[src/rtl/demux_scheduler_if.sv]
// Bundle of the demux scheduler's handshake, data and status signals.
// The master side feeds words in and supplies per-port readiness; the
// slave side is the scheduler itself.
interface demux_scheduler_if #(
    parameter int WIDTH = 8,
    parameter int PORTS = 4,
    parameter int DW    = $clog2(PORTS)
);
    logic             MODE;
    logic             IN_VALID;
    logic [WIDTH-1:0] IN_DATA;
    logic [DW-1:0]    IN_DEST;
    logic             IN_READY;
    logic [PORTS-1:0] OUT_VALID;
    logic [WIDTH-1:0] OUT_DATA;
    logic [PORTS-1:0] OUT_READY;
    logic             BUSY;
    logic [DW-1:0]    RR_PTR;

    modport master (
        output MODE, IN_VALID, IN_DATA, IN_DEST, OUT_READY,
        input  IN_READY, OUT_VALID, OUT_DATA, BUSY, RR_PTR
    );

    modport slave (
        input  MODE, IN_VALID, IN_DATA, IN_DEST, OUT_READY,
        output IN_READY, OUT_VALID, OUT_DATA, BUSY, RR_PTR
    );
endinterface

[src/rtl/demux_scheduler.sv]
// Single-slot demultiplexer: holds one word and offers it to exactly one
// output port, chosen either by the sender (directed) or by a round-robin
// pointer that advances after BURST words. Delivery is strictly in order.
module demux_scheduler #(
    parameter int WIDTH = 8,
    parameter int PORTS = 4,
    parameter int BURST = 2
) (
    input  logic           CLK,
    input  logic           RST,
    demux_scheduler_if.slave bus
);
    localparam int DW = $clog2(PORTS);
    localparam int CW = $clog2(BURST) + 1;

    typedef enum logic {EMPTY = 1'b0, FULL = 1'b1} state_t;

    state_t           r_state;
    logic [WIDTH-1:0] r_out_data;
    logic [PORTS-1:0] r_out_valid;
    logic [DW-1:0]    r_rr_ptr;
    logic [CW-1:0]    r_burst_cnt;

    logic             w_fire;
    logic             w_in_ready;
    logic             w_accept;
    logic [DW-1:0]    w_dest;
    logic [CW-1:0]    w_cnt_next;

    // A fire needs the addressed port's ready; other ports' ready bits are
    // masked out by the one-hot valid.
    assign w_fire     = (r_state == FULL) && |(r_out_valid & bus.OUT_READY);
    assign w_in_ready = !RST && ((r_state == EMPTY) || w_fire);
    assign w_accept   = bus.IN_VALID && w_in_ready;
    assign w_dest     = bus.MODE ? r_rr_ptr : bus.IN_DEST;
    assign w_cnt_next = r_burst_cnt + CW'(1);

    // Slot state, held word/destination and round-robin bookkeeping.
    always_ff @(posedge CLK) begin
        if (RST) begin
            r_state     <= EMPTY;
            r_out_valid <= '0;
            r_out_data  <= '0;
            r_rr_ptr    <= '0;
            r_burst_cnt <= '0;
        end else begin
            if (w_accept) begin
                r_state     <= FULL;
                r_out_data  <= bus.IN_DATA;
                r_out_valid <= PORTS'(1) << w_dest;
                if (bus.MODE) begin
                    if (w_cnt_next == CW'(BURST)) begin
                        r_burst_cnt <= '0;
                        r_rr_ptr    <= r_rr_ptr + DW'(1);
                    end else begin
                        r_burst_cnt <= w_cnt_next;
                    end
                end
            end else if (w_fire) begin
                r_state     <= EMPTY;
                r_out_valid <= '0;
            end
        end
    end

    assign bus.IN_READY  = w_in_ready;
    assign bus.OUT_VALID = r_out_valid;
    assign bus.OUT_DATA  = r_out_data;
    assign bus.BUSY      = (r_state == FULL);
    assign bus.RR_PTR    = r_rr_ptr;
endmodule

[src/flat_wrapper.sv]
// flat-port wrapper written by rule: the top's interface ports become plain ports
module demux_scheduler_flat 
#(
    parameter int WIDTH = 8,
    parameter int PORTS = 4,
    parameter int BURST = 2
)
  (CLK, RST, bus_MODE, bus_IN_VALID, bus_IN_DATA, bus_IN_DEST, bus_OUT_READY, bus_IN_READY, bus_OUT_VALID, bus_OUT_DATA, bus_BUSY, bus_RR_PTR);
  demux_scheduler_if #(.WIDTH(WIDTH), .PORTS(PORTS)) bus_i ();
  input  logic CLK;
  input  logic RST;
  input wire logic [$bits(bus_i.MODE)-1:0] bus_MODE;
  input wire logic [$bits(bus_i.IN_VALID)-1:0] bus_IN_VALID;
  input wire logic [$bits(bus_i.IN_DATA)-1:0] bus_IN_DATA;
  input wire logic [$bits(bus_i.IN_DEST)-1:0] bus_IN_DEST;
  input wire logic [$bits(bus_i.OUT_READY)-1:0] bus_OUT_READY;
  output wire logic [$bits(bus_i.IN_READY)-1:0] bus_IN_READY;
  output wire logic [$bits(bus_i.OUT_VALID)-1:0] bus_OUT_VALID;
  output wire logic [$bits(bus_i.OUT_DATA)-1:0] bus_OUT_DATA;
  output wire logic [$bits(bus_i.BUSY)-1:0] bus_BUSY;
  output wire logic [$bits(bus_i.RR_PTR)-1:0] bus_RR_PTR;
  assign bus_i.MODE = bus_MODE;
  assign bus_i.IN_VALID = bus_IN_VALID;
  assign bus_i.IN_DATA = bus_IN_DATA;
  assign bus_i.IN_DEST = bus_IN_DEST;
  assign bus_i.OUT_READY = bus_OUT_READY;
  assign bus_IN_READY = bus_i.IN_READY;
  assign bus_OUT_VALID = bus_i.OUT_VALID;
  assign bus_OUT_DATA = bus_i.OUT_DATA;
  assign bus_BUSY = bus_i.BUSY;
  assign bus_RR_PTR = bus_i.RR_PTR;
  demux_scheduler #(.WIDTH(WIDTH), .PORTS(PORTS), .BURST(BURST)) u_core (.CLK(CLK), .RST(RST), .bus(bus_i));
endmodule
[config.mk]
export PLATFORM = sky130hd
export DESIGN_NAME = demux_scheduler_flat
export DESIGN_NICKNAME = d
export VERILOG_FILES = /design/src/rtl/demux_scheduler_if.sv /design/src/rtl/demux_scheduler.sv /design/src/flat_wrapper.sv
export SDC_FILE = /design/constraint.sdc
export NUM_CORES = 1
export LEC_CHECK = 0
export ABC_AREA = 1
export BUFFER_PORTS_ARGS = -buffer_cell sky130_fd_sc_hd__clkbuf_2
export CAP_MARGIN = 20
export CELL_PAD_IN_SITES_DETAIL_PLACEMENT = 1
export CELL_PAD_IN_SITES_GLOBAL_PLACEMENT = 1
export CORE_MARGIN = 2
export CORE_UTILIZATION = 31
export DETAILED_ROUTE_END_ITERATION = 8
export GPL_ROUTABILITY_DRIVEN = 0
export GPL_TIMING_DRIVEN = 0
export PLACE_DENSITY = 0.86
export SYNTH_ARGS = -nofsm -noshare
export SYNTH_HDL_FRONTEND = slang
export SYNTH_SLANG_ARGS = --single-unit
export TNS_END_PERCENT = 100
[constraint.sdc]
create_clock -name CLK -period 1.85 [get_ports CLK]
set_clock_uncertainty 0.2 [all_clocks]
set_input_delay 0.555 -clock CLK [delete_from_list [all_inputs] [get_ports CLK]]
set_output_delay 0.555 -clock CLK [all_outputs]
set_load 0.02 [all_outputs]
# Yosys cells after proc, flatten, opt, wreduce, memory -nomap -nowiden

Cells that the tools add are included.

Flip-flop bits (word level): 17
Bits of input ports: 18
Output and inout bits: 16
Logic and storage cells: 26

Add/sub/neg operators: 2
Equal/unequal tests: 1
Shift-type cells: 1
Multiplexer cells: 6
Bitwise logic cells: 2
Reductions and logical operators: 9

Operator list:

| operator                                        | number |
|---|---|
| 2-to-1 mux 4 bit                                | 2 |
| adder 2 x 1 -> 2 bit, second input constant     | 2 |
| AND 4 bit                                       | 1 |
| 2-to-1 mux 2 bit                                | 2 |
| OR reduction 4 bit                              | 1 |
| << shifter 1 x 2 -> 4 bit, first input constant | 1 |
| logical AND 1 bit                               | 3 |
| AND reduction 3 bit                             | 1 |
| == test 2 bit, second input constant            | 1 |
| 2-to-1 mux 1 bit                                | 2 |
| AND reduction 2 bit                             | 1 |
| nonzero test 2 bit                              | 1 |
| zero test 1 bit                                 | 1 |
| logical OR 1 bit                                | 1 |
| inverter 1 bit                                  | 1 |

# Longest topological paths before layout

Gate-level depths: netlist of the first run.

Word-level depth: 7
Gate-level depth with buffers: 8
Mapped depth without buffers: 8

# Worst setup path before layout of the first run

No wires, ideal clock.

Path type: input port to output port
Start point: in bus_OUT_READY[2]
End point: out bus_IN_READY
Data arrival time: 1.101 ns
Path slack: -0.006 ns
Cell stages on the path: 5
Path buffers: 1
Path through: nand2_1 nand2_2 nor2_4 a21oi_2 buf_6

Longest elaborated chain between the ends: 5

RTL lines:

| what               | RTL line              | RTL |
|---|---|---|
| start: declaration | flat_wrapper.sv:16    | `input wire logic [$bits(bus_i.OUT_READY)-1:0] bus_OUT_READY;` |
| AND 4 bit          | demux_scheduler.sv:32 | `assign w_fire = (r_state == FULL) && \|(r_out_valid & bus.OUT_READY);` |
| OR reduction 4 bit | demux_scheduler.sv:32 |  |
| logical AND 1 bit  | demux_scheduler.sv:32 |  |
| logical OR 1 bit   | demux_scheduler.sv:33 | `assign w_in_ready = !RST && ((r_state == EMPTY) \|\| w_fire);` |
| logical AND 1 bit  | demux_scheduler.sv:33 |  |
| end: declaration   | flat_wrapper.sv:17    | `output wire logic [$bits(bus_i.IN_READY)-1:0] bus_IN_READY;` |

No other way between the ends.

# Worst setup path in the final report of the first run

Start point: reg u_core.r_out_valid[2], in the netlist u_core.bus.OUT_VALID[2]
End point: out bus_IN_READY

Longest elaborated chain between the ends: 5

RTL lines:

| what                     | RTL line              | RTL |
|---|---|---|
| start: declaration       | demux_scheduler.sv:20 | `logic [PORTS-1:0] r_out_valid;` |
| start signal: assignment | demux_scheduler.sv:50 | `r_out_valid <= PORTS'(1) << w_dest;` |
| AND 4 bit                | demux_scheduler.sv:32 |  |
| OR reduction 4 bit       | demux_scheduler.sv:32 |  |
| logical AND 1 bit        | demux_scheduler.sv:32 |  |
| logical OR 1 bit         | demux_scheduler.sv:33 |  |
| logical AND 1 bit        | demux_scheduler.sv:33 |  |

No other way between the ends.

==> results of run 1 <==
routing by layer:
metal  share of wire  routed length (um)
met3           0.031                  65
met2            0.53                1110
met1            0.41                 867
met5               0                   0
met4           0.027                  56
cell families after synthesis:
family / after synthesis / share of synthesized area
AOI/OAI and AO/OA: 12 / 0.0860
DFF: 17 / 0.433
and+or+nand+nor: 59 / 0.377
buffers and inverters: 15 / 0.103
flip-flops by register name, summed over array words and instances (netlist names):
signal / cells
u_core.bus.BUSY: 1
u_core.bus.OUT_VALID: 4
u_core.r_burst_cnt: 2
u_core.bus.OUT_DATA: 8
u_core.bus.RR_PTR: 2
through the flow:
step / TNS, ns / hold WS [ns]
5_1_grt: -0.155 / 0.282
6_report: -0.0799 / 0.269
2_1_floorplan: 0 / 0.215
3_5_place_dp: -0.328 / 0.261
3_3_place_gp: -0.311 / 0.225
4_1_cts: -0.192 / 0.275
cell usage after synthesis:
master     n
buf_2      1
nand3_1   24
nor2_1     9
a21oi_2    1
dfxtp_1   17
inv_1      9
buf_6      2
nor2_4     1
nand2_4    1
buf_4      1
a31oi_1    1
nand2_1   18
nand4_1    2
nand3_2    1
clkbuf_2   1
nand3_4    1
o21bai_1   1
o21ai_0    4
a21oi_1    5
nand2_2    2
clkbuf_4   1
layout by cell type, fill, tap and decap left out:
master	synthesis	layout
buf_2	1	1
clkbuf_2	1	31
nor2_4	1	1
clkbuf_4	1	4
nand2_4	1	3
buf_6	2	1
a21oi_4	0	1
buf_8	0	1
nand4_1	2	2
inv_1	9	9
buf_4	1	7
nand2_1	18	14
a31oi_1	1	1
o21ai_0	4	4
nand3_4	1	1
dfxtp_2	0	4
o21bai_1	1	1
dfxtp_1	17	13
clkbuf_1	0	1
nand3_1	24	24
nand2_2	2	4
a21oi_1	5	5
nand3_2	1	1
nor2_1	9	9
power breakdown:
part           switching [mW]  leakage [nW]  internal (mW)
Combinational          0.0978         0.391         0.0678
Sequential             0.0141         0.141          0.387
Clock                   0.115        0.0150         0.0839
Total                   0.227         0.547          0.538
cell type report:
| cell class | count | area, um^2 |
|---|---|---|
| clock buffers | 4 | 26.3 |
| flip-flops and latches | 17 | 345 |
| multi-input cells | 71 | 392 |
| inverters | 9 | 33.8 |
| well taps | 30 | 37.5 |
| fillers | 317 | 1350 |
| repair buffers | 37 | 210 |
| plain buffers | 5 | 36.3 |
worst paths after layout:
| path | start | to | slack, ns | depth (start not counted) |
|---|---|---|---|---|
| max | u_core.bus.OUT_VALID[2] | bus_IN_READY | -0.08 | 5 |
| min | u_core.bus.OUT_DATA[3] | u_core.bus.OUT_DATA[3] | 0.27 | 2 |
| max reg2reg | u_core.bus.OUT_VALID[1] | u_core.bus.OUT_VALID[2] | 0.32 | 9 |
| min reg2reg | u_core.bus.OUT_DATA[3] | u_core.bus.OUT_DATA[3] | 0.27 | 2 |
timing repair:
| action | CTS | global route |
|---|---|---|
| setup buffers | 4 | 2 |
| hold buffers | 0 | 0 |
| resized for setup | 7 | 2 |
| hold endpoints to repair | 0 | 0 |
| pin swaps | 3 | 2 |
| setup endpoints to repair | 1 | 1 |
worst max-delay path: cells and delay by family, from the launching register on:
kind / cells / cell delay, ns
DFF: 1 / 0.36
AOI/OAI and AO/OA: 1 / 0.20
and+or+nand+nor: 3 / 0.18
buffers and inverters: 1 / 0.14
==> results_dict.tcl, run 1 <==
set metrics [dict create \
    outcome "complete, but fails checks" \
    violations "negative setup slack" \
    drv_slew 0 \
    cts_max_path_buffers 2 \
    critPathMaxStageDelay_ns 0.36 \
    synth_warnings 0 \
    maxCapViolCount 0 \
    numCtsBuffers 3 \
    nets 162 \
    cp_common_cell "nand2_2" \
    synth_area_um2 786 \
    fin_crit_ns 1.93 \
    drive_above_1_share 0.420 \
    die_area_mm2 0.00295 \
    critical_path_class "flop to primary output" \
    p_per_area_mw_per_mm2 708 \
    fmax_mhz 518 \
    dieWidth_um 54.3 \
    path_cells "nand2_2 -> nand2_2 -> nor2_4 -> a21oi_4 -> buf_8" \
    ys_ff_latch 17 \
    clkLatencyLatePin_ns 0.29 \
    busiest_layer "met2" \
    design_power_total_mw 0.765 \
    vdd.ir_drop.worst_uv 324 \
    num_vias 826 \
    cts_root_buffer "clkbuf_4" \
    post_layout_nonfiller_instances 173 \
    grt_util_met3 0.00820 \
    htreeDepth 1 \
    post-dp-hpwl_um 1630 \
    cp-start-kind "flop" \
    hold_viol 0 \
    grt_max_degree 11 \
    hold_class "flop to flop" \
    antenna_found_initial 0 \
    syn_avg_cell_area_um2 7.63 \
    wl_per_cell_um 12.1 \
    syn_inst 103 \
    area_delta_synth_final_pct 37.6 \
    arrival_ns 1.17 \
    fin_crit_sh 1.04 \
    design_area_mm2 0.00108 \
    yosysUniqueCellTypes 21 \
    place_ws_ns -0.328 \
    worst_pin_slew_ns 0.450 \
    final_util 0.444 \
    synth_top_area_cell "dfxtp_1" \
    crit_required_ns 1.09 \
    finalSetupViolations 1 \
    rsz0062_at_grt "yes" \
    tritoncts "done" \
    use_met2 0.271 \
    track_usage 0.155 \
    drtIter0Drc 4 \
    setup_ws_ns -0.0799 \
    port_buffers 31 \
    critPathCaptureType "primary output" \
    cp_slowest_cell "dfxtp_2" \
    synth_seq_area_share 0.433 \
    place_area_um2 993 \
    grt_overflow 0 \
    critPathMaxFanout 3 \
    syn_nets 121 \
    path_clk_slew_ns 0.09 \
    leakage_nw 0.547 \
    placed_cells 164 \
    global_route.usage.met1 0.178 \
    slew_headroom 0.697 \
    synth_area_leaders "dfxtp_1 (43%), nand3_1 (15%), nand2_1 (8.6%)" \
    die_y_um 54.3 \
    antenna_left 0 \
    routed_via_density 4.77 \
    drt_wl_total_um 2100 \
    synth_top_area_share 0.433 \
    start_util 0.323 \
    fp-row-count 18 \
    dr.pass1.iters 4 \
    grt_pass1_wl_um 3220 \
    boundaryPins 34 \
    drc 0 \
    design.core.area_mm2 0.00243 \
    cts_sinks 17 \
    grt_pass1_vias 740 \
    n_antenna_cell 0 \
]
Power figures use the tool's default switching activity.
==> inputs of run 2 (changes only) <==
--- a/config.mk
+++ b/config.mk
@@ -11,11 +11,12 @@
 export CELL_PAD_IN_SITES_DETAIL_PLACEMENT = 1
 export CELL_PAD_IN_SITES_GLOBAL_PLACEMENT = 1
 export CORE_MARGIN = 2
-export CORE_UTILIZATION = 31
+export CORE_UTILIZATION = 28
 export DETAILED_ROUTE_END_ITERATION = 8
 export GPL_ROUTABILITY_DRIVEN = 0
 export GPL_TIMING_DRIVEN = 0
-export PLACE_DENSITY = 0.86
+export HOLD_SLACK_MARGIN = 0.08
+export PLACE_DENSITY = 0.82
 export SYNTH_ARGS = -nofsm -noshare
 export SYNTH_HDL_FRONTEND = slang
 export SYNTH_SLANG_ARGS = --single-unit
==> constraint.sdc (replaced) <==
create_clock -name CLK -period 1.7 [get_ports CLK]
set_clock_uncertainty 0.2 [all_clocks]
set_input_delay 0.51 -clock CLK [delete_from_list [all_inputs] [get_ports CLK]]
set_output_delay 0.51 -clock CLK [all_outputs]
set_load 0.02 [all_outputs]
==> results_dict.tcl, run 2 (synthesized netlist as in run 1, its figures left out) <==
set metrics [dict create \
    outcome "complete, but fails checks" \
    violations "negative setup slack" \
    area_delta_synth_final_pct 46.8 \
    clkLatencyLatePin_ns 0.29 \
    p_sw_mw 0.258 \
    drc 0 \
    fin_crit_ns 1.87 \
    post-dp-hpwl_um 1600 \
    seqPwrFrac 0.514 \
    post_layout_nonfiller_instances 176 \
    numCtsBuffers 3 \
    cts_max_path_buffers 2 \
    wl_per_cell_um 11.8 \
    antenna_left 0 \
    leakage_nw 0.576 \
    cp_common_cell "nand2_4" \
    cts_hold_buffers 0 \
    cp_num_buf_inv 1 \
    arrival_ns 1.16 \
    place_ws_ns -0.404 \
    slew_headroom 0.678 \
    drive_above_1_share 0.441 \
    routed_via_density 4.71 \
    design_power_total_mw 0.843 \
    timing.rr.start "u_core.bus.OUT_VALID[3]" \
    grt_pass1_wl_um 3680 \
    antenna_found_initial 0 \
    die_area_mm2 0.00325 \
    cts_sinks 17 \
    hold_viol 0 \
    critPathMaxFanout 3 \
    setup_ws_ns -0.173 \
    cts_root_buffer "clkbuf_4" \
    path_cells "nand2_4 -> nand2_4 -> nor2_4 -> a21oi_4 -> buf_8" \
    htreeDepth 1 \
    combPwrFrac 0.226 \
    start_util 0.290 \
    layout_common_cells "clkbuf_2 (29), nand3_1 (24), nand2_1 (14), dfxtp_1 (12), buf_4 (10)" \
    track_usage 0.143 \
    maxCapViolCount 0 \
    finalSetupViolations 1 \
    crit_family "flip-flops" \
    nets 164 \
    critPathMaxStageDelay_ns 0.37 \
    switching_share 0.306 \
    layout_commonest_cell "clkbuf_2" \
    cp-start-kind "flop" \
    critical_path_class "flop to primary output" \
    critPathCaptureType "primary output" \
    design.core.area_mm2 0.00271 \
    hold_class "input pin to flop" \
    port_buffers 31 \
    pwr-share-clk 0.259 \
    dr.pass1.iters 4 \
    largest_reg_flops 8 \
    place_area_mm2 0.00104 \
    drt_wl_total_um 2080 \
    whs_ns 0.237 \
    design_area_mm2 0.00115 \
    worst_pin_slew_ns 0.478 \
    num_vias 829 \
    internal_power_mw 0.585 \
    path_clk_slew_ns 0.11 \
    fin_crit_sh 1.10 \
    fmax_mhz 534 \
    fp-row-count 19 \
    grt_pass1_vias 872 \
    tns_ns -0.173 \
    grt_overflow 0 \
    rsz0062_at_grt "yes" \
    crit_path_start "u_core.bus.OUT_VALID[1]" \
    drv_slew 0 \
    cp_slowest_cell "dfxtp_2" \
    drtIter0Drc 9 \
    final_util 0.426 \
    hold_start "bus_IN_DATA[0]" \
    p_per_area_mw_per_mm2 731 \
    n_antenna_cell 0 \
    boundaryPins 34 \
    crit_required_ns 0.99 \
    placed_cells 165 \
    vdd.ir_drop.worst_uv 388 \
    grt_max_degree 11 \
    die_y_um 57.0 \
    tritoncts "done" \
    dieWidth_um 57.0 \
]
[run 2: worst min-delay path, stage by stage]
cell,delay (ns)
clkbuf_2,0.07
nand3_1,0.06
nand2_1,0.06
[run 2: what timing repair did]
item,4_1_cts,5_1_grt
setup endpoints to repair,1,4
pin swaps,4,2
cloned,0,0
gates resized for setup,7,7
setup buffers,7,1
[run 2: metal layers]
layer	routed length, um	vias up	global-route usage
met5	0	-	0
met1	861	377	0.173
li1	-	424	-
met3	144	2	0.0408
met2	1060	26	0.250
met4	10	0	0.0399
[run 2: final cells by class]
class,instances,area [um^2]
plain buffers,5,36.3
multi-input cells,71,429
clock inverters,1,5.00
fillers,355,1560
inverters,9,33.8
well taps,31,38.8
flip-flops and latches,17,354
repair buffers,39,234
clock buffers,3,22.5
[run 2: power groups by stage]
| stage | Clock (mW) | Sequential (mW) | Combinational (mW) |
|---|---|---|---|
| CTS | 0.229 | 0.434 | 0.191 |
| detailed placement | 0 | 0.447 | 0.171 |
| floorplan | 0 | 0.470 | 0.0841 |
| global placement | 0 | 0.446 | 0.167 |
| finish | 0.219 | 0.434 | 0.191 |
| global route | 0.254 | 0.437 | 0.212 |
[run 2: worst paths after layout]
check	end	slack [ns]	cells after the start
worst min register to register	u_core.r_burst_cnt[1]	0.26	2
worst max-delay path	bus_IN_READY	-0.17	5
worst min-delay path	u_core.bus.OUT_DATA[0]	0.24	3
worst max register to register	u_core.bus.OUT_VALID[2]	0.20	9
==> inputs of run 3 (changes only) <==
--- a/config.mk
+++ b/config.mk
@@ -7,7 +7,6 @@
 export LEC_CHECK = 0
 export ABC_AREA = 1
 export BUFFER_PORTS_ARGS = -buffer_cell sky130_fd_sc_hd__clkbuf_2
-export CAP_MARGIN = 20
 export CELL_PAD_IN_SITES_DETAIL_PLACEMENT = 1
 export CELL_PAD_IN_SITES_GLOBAL_PLACEMENT = 1
 export CORE_MARGIN = 2
@@ -17,6 +16,7 @@
 export GPL_TIMING_DRIVEN = 0
 export HOLD_SLACK_MARGIN = 0.08
 export PLACE_DENSITY = 0.82
+export SKIP_CTS_REPAIR_TIMING = 1
 export SYNTH_ARGS = -nofsm -noshare
 export SYNTH_HDL_FRONTEND = slang
 export SYNTH_SLANG_ARGS = --single-unit
==> results_dict.tcl, run 3 (synthesized netlist as in run 1, its figures left out) <==
set metrics [dict create \
    grt_pass1_vias 830 \
    clkLatencyLatePin_ns 0.30 \
    design.core.area_mm2 0.00271 \
    vdd.ir_drop.worst_uv 404 \
    tritoncts "done" \
    critPathCaptureType "primary output" \
    cts_sinks 17 \
    n_antenna_cell 0 \
    p_per_area_mw_per_mm2 740 \
    critPathMaxFanout 5 \
    cts_root_buffer "clkbuf_4" \
    start_util 0.290 \
    dieWidth_um 57.0 \
    internal_power_mw 0.590 \
    layout_commonest_cell "clkbuf_2" \
    die_y_um 57.0 \
    hold_viol 0 \
    antenna_found_initial 0 \
    combPwrFrac 0.230 \
    pwr-share-clk 0.260 \
    drc 0 \
    critical_path_class "flop to primary output" \
    largest_reg_flops 8 \
    path_clk_slew_ns 0.10 \
    fmax_mhz 508 \
    whs_ns 0.234 \
    layout_common_cells "clkbuf_2 (31), nand3_1 (24), nand2_1 (14), dfxtp_1 (12)" \
    port_buffers 31 \
    numCtsBuffers 3 \
    outcome "complete, but fails checks" \
    met2WireLength_um 1070 \
    placed_cells 165 \
    setup_ws_ns -0.269 \
    drv_slew 0 \
    dr.pass1.iters 4 \
    routed_via_density 4.72 \
    grt_overflow 0 \
    drtIter0Drc 8 \
    p_sw_mw 0.263 \
    die_area_mm2 0.00325 \
    grt_pass1_wl_um 3430 \
    crit_required_ns 0.99 \
    leakage_nw 0.577 \
    dr.max_layer_used "met4" \
    post-dp-hpwl_um 1600 \
    nets 165 \
    rsz0062_at_grt "yes" \
    worst_pin_slew_ns 0.429 \
    wl_per_cell_um 11.9 \
    num_vias 836 \
    antenna_left 0 \
    fill_cells 360 \
    boundaryPins 34 \
    area_delta_synth_final_pct 46.7 \
    maxCapViolCount 0 \
    fin_crit_ns 1.97 \
    drive_above_1_share 0.445 \
    post_layout_nonfiller_instances 177 \
    arrival_ns 1.26 \
    hold_class "input pin to flop" \
    seqPwrFrac 0.510 \
    grt_max_degree 11 \
    violations "negative setup slack" \
    switching_share 0.308 \
    finalSetupViolations 1 \
    cts_max_path_buffers 2 \
    fp-row-count 19 \
    fin_crit_sh 1.16 \
    drt_wl_total_um 2100 \
    slew_headroom 0.711 \
    route.layer.met1.wl_um 869 \
    wl_met3_um 148 \
    htreeDepth 1 \
    cp-start-kind "flop" \
    track_usage 0.132 \
]
run 3: cell count changes in the layout (fill, tap and decap cells not counted), sizes merged:
cell,previous run,this run
buf,14,13
clkbuf,33,35
run 3: power by group through the flow:
stage	registers [mW]	clock network, mW	logic, mW
4_1_cts	0.438	0.229	0.172
3_3_place_gp	0.446	0	0.167
2_1_floorplan	0.470	0	0.0841
6_report	0.435	0.221	0.196
3_5_place_dp	0.447	0	0.171
5_1_grt	0.438	0.254	0.215
run 3: layout make-up:
class	count	area, um^2	share of cell area
multi-input combinational	71	429	0.372
sequential	17	354	0.307
timing repair buffer	39	221	0.192
buffer	6	47.5	0.0413
tap	31	38.8	0.0337
inverter	9	33.8	0.0293
clock buffer	3	22.5	0.0195
clock inverter	1	5.00	0.00434
run 3: final timing paths:
kind / cells past startpoint / endpoint / slack, ns / from
setup / recovery: 6 / bus_IN_READY / -0.27 / u_core.bus.OUT_VALID[3]
hold / removal: 3 / u_core.bus.OUT_DATA[3] / 0.23 / bus_IN_DATA[3]
hold reg to reg: 2 / u_core.r_burst_cnt[1] / 0.26 / u_core.r_burst_cnt[1]
setup reg to reg: 10 / u_core.bus.OUT_DATA[7] / 0.08 / u_core.bus.OUT_VALID[3]
run 3: critical path, stage by stage (launching register included):
cell,delay [ns]
dfxtp_4,0.39
nand2_8,0.05
nand2_4,0.07
nor2_4,0.05
a21oi_4,0.15
buf_6,0.14
buf_6,0.11
run 3: per-layer routing:
layer / global-route usage / vias to the layer above
met5: 0 / -
li1: - / 426
met3: 0.0408 / 2
met2: 0.227 / 26
met1: 0.158 / 382
met4: 0.0399 / 0
run 3: metrics by stage:
step	setup TNS (ns)	worst slack (ns)	power (mW)	instance area [um^2]	util
final	-0.269	-0.269	0.853	1150	0.425
after global routing	-0.329	-0.329	0.908	1150	0.425
after CTS	-0.487	-0.487	0.839	1070	0.394
after detailed placement	-0.452	-0.404	0.618	1040	0.384
after global placement	-0.388	-0.388	0.613	1040	0.384
after floorplan	-0.0352	-0.0352	0.554	846	-
